**config.mk**
```make
export PLATFORM = sky130hd
export DESIGN_NAME = regfile_scoreboard
export DESIGN_NICKNAME = d
export VERILOG_FILES = /design/src/rtl/regfile_scoreboard.sv
export SDC_FILE = /design/constraint.sdc
export NUM_CORES = 2
export LEC_CHECK = 0
export ABC_CLOCK_PERIOD_IN_PS = 51100
export CAP_MARGIN = 5
export CORE_AREA = 10 10 449 451
export CTS_CLUSTER_DIAMETER = 50
export CTS_CLUSTER_SIZE = 8
export DETAILED_ROUTE_END_ITERATION = 6
export DIE_AREA = 0 0 459 461
export SLEW_MARGIN = 20
export SYNTH_ARGS = -nofsm -noshare
export SYNTH_HDL_FRONTEND = slang
export SYNTH_SLANG_ARGS = --single-unit
```
**constraint.sdc**
```tcl
create_clock -name clk -period 51.1 [get_ports clk]
set_input_delay 15.33 -clock clk [delete_from_list [all_inputs] [get_ports clk]]
set_output_delay 15.33 -clock clk [all_outputs]
set_load 0.01 [all_outputs]
```
**src/rtl/regfile_scoreboard.sv**
```systemverilog
// regfile_scoreboard
//   Register bank plus per-register write-pending scoreboard serving the
//   decode stage. It provides two combinational read ports with write-back
//   bypass and one write-back port. A pending-write counter per register
//   lets decode stall on read-after-write hazards.
//
// Ports
//   clk                 clock, all state updates on posedge
//   reset               asynchronous active-high reset, clears all state
//   rd_addr1/rd_addr2   read port addresses (decode src_reg1/src_reg2)
//   rd_data1/rd_data2   read port data, combinational, bypassed from WB
//   wr_en/wr_addr/wr_data  write-back port; each write retires one claim
//   claim_en/claim_addr    decode claims a destination (one more in flight)
//   busy1/busy2         pending write outstanding on rd_addr1/rd_addr2
//   stall               busy1 | busy2
//   err                 sticky counter overflow/underflow flag
module regfile_scoreboard #(
    parameter int REG_ADDR = 5,
    parameter int REG_SIZE = 32,
    parameter int CNT_W    = 3
) (
    input  logic                clk,
    input  logic                reset,
    input  logic [REG_ADDR-1:0] rd_addr1,
    input  logic [REG_ADDR-1:0] rd_addr2,
    output logic [REG_SIZE-1:0] rd_data1,
    output logic [REG_SIZE-1:0] rd_data2,
    input  logic                wr_en,
    input  logic [REG_ADDR-1:0] wr_addr,
    input  logic [REG_SIZE-1:0] wr_data,
    input  logic                claim_en,
    input  logic [REG_ADDR-1:0] claim_addr,
    output logic                busy1,
    output logic                busy2,
    output logic                stall,
    output logic                err
);

    localparam int NREG = 1 << REG_ADDR;
    localparam logic [CNT_W-1:0] CNT_MAX = '1;
    localparam logic [CNT_W-1:0] CNT_ONE = CNT_W'(1);

    logic [REG_SIZE-1:0] regs [NREG];
    logic [CNT_W-1:0]    cnt  [NREG];

    logic wr_v, claim_v, same, inc, dec, ovf, udf;

    // A register whose last outstanding write is retiring this cycle is
    // reported free, matching the bypassed data already on the read port.
    function automatic logic busy_of(input logic [CNT_W-1:0] c,
                                     input logic             retiring);
        return (c != '0) && !((c == CNT_ONE) && retiring);
    endfunction

    // Register 0 is hard-wired: writes and claims to it are dropped.
    assign wr_v    = wr_en && (wr_addr != '0);
    assign claim_v = claim_en && (claim_addr != '0);

    // A claim and a retire of the same register cancel out.
    assign same = claim_v && wr_v && (claim_addr == wr_addr);
    assign inc  = claim_v && !same;
    assign dec  = wr_v && !same;
    assign ovf  = inc && (cnt[claim_addr] == CNT_MAX);
    assign udf  = dec && (cnt[wr_addr] == '0);

    // Bypass is suppressed during reset so the ports read 0 immediately.
    always_comb begin
        rd_data1 = regs[rd_addr1];
        rd_data2 = regs[rd_addr2];
        if (reset) begin
            rd_data1 = '0;
            rd_data2 = '0;
        end else begin
            if (wr_v && (wr_addr == rd_addr1)) rd_data1 = wr_data;
            if (wr_v && (wr_addr == rd_addr2)) rd_data2 = wr_data;
        end
    end

    assign busy1 = busy_of(cnt[rd_addr1], wr_v && (wr_addr == rd_addr1));
    assign busy2 = busy_of(cnt[rd_addr2], wr_v && (wr_addr == rd_addr2));
    assign stall = busy1 | busy2;

    always_ff @(posedge clk or posedge reset) begin
        if (reset) begin
            for (int i = 0; i < NREG; i++) begin
                regs[i] <= '0;
            end
        end else if (wr_v) begin
            regs[wr_addr] <= wr_data;
        end
    end

    // Counters saturate instead of wrapping; any saturation event is
    // latched in err so a lost claim/retire is never silent.
    always_ff @(posedge clk or posedge reset) begin
        if (reset) begin
            for (int i = 0; i < NREG; i++) begin
                cnt[i] <= '0;
            end
            err <= 1'b0;
        end else begin
            if (inc && !ovf) cnt[claim_addr] <= cnt[claim_addr] + CNT_ONE;
            if (dec && !udf) cnt[wr_addr]    <= cnt[wr_addr] - CNT_ONE;
            if (ovf || udf)  err <= 1'b1;
        end
    end

endmodule

```
==> flow_metrics.tcl <==
set metrics [dict create \
    synthFlopType "dfrtp_1" \
    vias 39284 \
    ys_ff_latch 1121 \
    min_period_over_period_pct 68.7 \
    status "complete, no violations" \
    ys_top_cells_by_area "dfrtp_1 (44%), mux4_2 (25%), mux2_2 (18%)" \
    final_util_pct 37.0 \
    p_clk_share_pct 34.3 \
    post_drt_wl_per_cell_um 29.8 \
    endpoint_kind "output port" \
    synth_nets 4179 \
    max-slew-margin-rel_pct 25.7 \
    combinationalPowerShare_pct 24.4 \
    synth_top_cell_by_area "dfrtp_1" \
    cts_resized 0 \
    path_max_fanout 34 \
    routed_wl_mm 197 \
    max_freq_mhz 28.5 \
    final_max_slew_viol_count 0 \
    placement_rows 161 \
    syn-cell-area_um2 63100 \
    h-tree-depth 4 \
    worstMarginPinSlew_ps 1120 \
    layout-drive-gt1-share_pct 52.1 \
    timing.final.crit_period_ps 35100 \
    ctsHoldBuffers 0 \
    rsz0062_at_grt "no" \
    ant_nets 0 \
    required_ps 35770 \
    seqPwrFrac_pct 41.3 \
    postSynthAreaPerCell_um2 15.3 \
    switching_power_uw 885 \
    antenna_found_initial 6 \
    holdCritPathClass "reg2reg" \
    drt-vias-per-instance 5.93 \
    area_delta_synth_final_pct 12.8 \
    cts_root_buffer "clkbuf_16" \
    dr.first_iter.drc_count 3551 \
    leakage_uw 0.0289 \
    cts_buffers 169 \
    setup_tns_ps 0 \
    synth_edf_count 0 \
    clock_sinks 1121 \
    synth.distinct_cells 72 \
    first_pass_iters 7 \
    finClkSkew_ps 23.7 \
    clkTransAtPathRegs_ps 50 \
    io_buffers 123 \
    worst-setup-path-type "in2out" \
    nFillCells 17980 \
    grt_pass1_wl_mm 292 \
    grt_usage_pct 18.3 \
    drv_cap 0 \
    clock_latency_ps 800 \
    setup_viol 0 \
    dieArea_um2 212000 \
    async_flop_share_pct 100 \
    start_kind "input pin" \
    initial_core_util_pct 32.8 \
    synth_top_area_share_pct 44.5 \
    arrival_ps 19770 \
    grt_pass1_vias 41410 \
    hold_viol 0 \
    clockBufferDepth 3 \
    grt_overflow_total 0 \
    dp_hpwl_mm 110 \
    sw_frac_of_total_pct 29.5 \
    coreArea_um2 192000 \
    cellPowerDensity_nw_per_um2 42.2 \
    yosysWarnings 0 \
    ys_seq_area_share_pct 44.5 \
    cts_tree "built" \
    post_cts_buffers 0 \
    netlist_instances 4119 \
    internal-power_uw 2110 \
    ir_worst_vdd_mv 0.0374 \
    io_pins 124 \
    drc_errors 0 \
    chipHeight_um 461 \
    gp_congestion 0.839 \
    grt_max_degree 181 \
    nNetsFinal 4104 \
    fp.dieW_um 459 \
]
-- layout make-up --
class,instances,area (um2),area share (%)
clock inverter,29,354,0.497
clock buffer,191,4450,6.26
antenna,2,5.00,0.00703
tap,2526,3160,4.44
inverter,12,57.6,0.0809
timing repair buffer,229,2080,2.92
sequential,1121,28100,39.4
multi-input combinational,2511,33000,46.4
-- kinds of logic (layout without fill, tap and decap cells) --
logic type	Yosys count	in the layout	synth area share, %
compound gates	121	121	1.65
xor+xnor	16	16	0.222
fa+ha+maj	4	4	0.0793
buf+inv	487	461	3.59
flops	1121	1121	44.5
mux	1918	1918	46.5
other cells	0	2	0
simple gates	452	452	3.50
-- final timing paths --
check	from	endpoint	depth (start not counted)	slack [ps]
max	wr_addr[3]	rd_data2[12]	7	16000
min	regs[1000]	regs[1000]	0	390
max reg2reg	cnt[54]	cnt[80]	12	47210
min reg2reg	regs[1000]	regs[1000]	0	390
max in group asynchronous	reset	cnt[32]	5	33060
min in group asynchronous	reset	regs[171]	2	15120
-- power groups by stage --
| stage | logic, uW | registers (uW) | clock network [uW] |
|---|---|---|---|
| 2_1_floorplan | 557 | 1190 | 0 |
| 3_3_place_gp | 716 | 1230 | 0 |
| 3_5_place_dp | 729 | 1250 | 0 |
| 4_1_cts | 732 | 1230 | 1050 |
| 5_1_grt | 778 | 1260 | 1090 |
| 6_report | 731 | 1240 | 1030 |
-- flip-flops by register name (all words and copies together), names as in the netlist --
| register | cells |
|---|---|
| cnt | 96 |
| regs | 1024 |
| err | 1 |
-- per-layer routing --
metal | GRT usage, % | part of all wire, % | wire length [um]
met5 | 0.181 | 0.052 | 103
met3 | 3.52 | 6.6 | 13100
met1 | 23.9 | 41 | 80700
met4 | 6.87 | 3.7 | 7270
met2 | 30.2 | 49 | 96000
-- synth_stat cells, drive strengths merged, types with 8 or more instances --
master	number
dfrtp	1121
mux2	992
mux4	708
buf	239
clkbuf	236
mux2i	218
nor2	163
nand2	153
a311oi	63
nand3	48
nor3	27
a22oi	12
o22ai	12
xor2	9
nand3b	8
nor2b	8
or2	8
-- through the flow --
step | total power (uW) | area (um2) | worst slack [ps] | instances | hold slack [ps]
after floorplan | 1750 | 63100 | 4120 | 4119 | 441
after global routing | 3130 | 71200 | 15870 | 6620 | 405
after global placement | 1950 | 66400 | 15540 | 6397 | 376
after detailed placement | 1980 | 66400 | 15740 | 6397 | 383
final | 3000 | 71200 | 16000 | 6621 | 392
after CTS | 3020 | 71200 | 15710 | 6617 | 395
-- cell usage in the layout, fill, tap and decap left out, types with 7 or more instances in the layout --
cell             count
nor2_2              29
nor2b_1              8
clkbuf_16          171
clkbuf_1            10
o22ai_1             12
nor3_4              11
clkinv_2            11
nand3_1             46
buf_4               99
mux4_2             701
nor3_1              14
mux2i_1            218
clkdlybuf4s50_1    100
mux4_1               7
dfrtp_1           1121
clkbuf_8            10
nor2_1             110
nor2_4              24
xnor2_1              7
a311oi_1            62
a22oi_1             10
buf_2               15
mux2_2             992
or2_2                7
xor2_1               8
buf_12               7
nand2_1            147
-- critical path, stage by stage --
cell             delay, ps
clkdlybuf4s50_1        920
nor3_1                 260
a21boi_1               620
nand3_4                630
buf_12                 430
a311oi_1               810
clkdlybuf4s50_1        720
(Power assumes the default switching activity.)
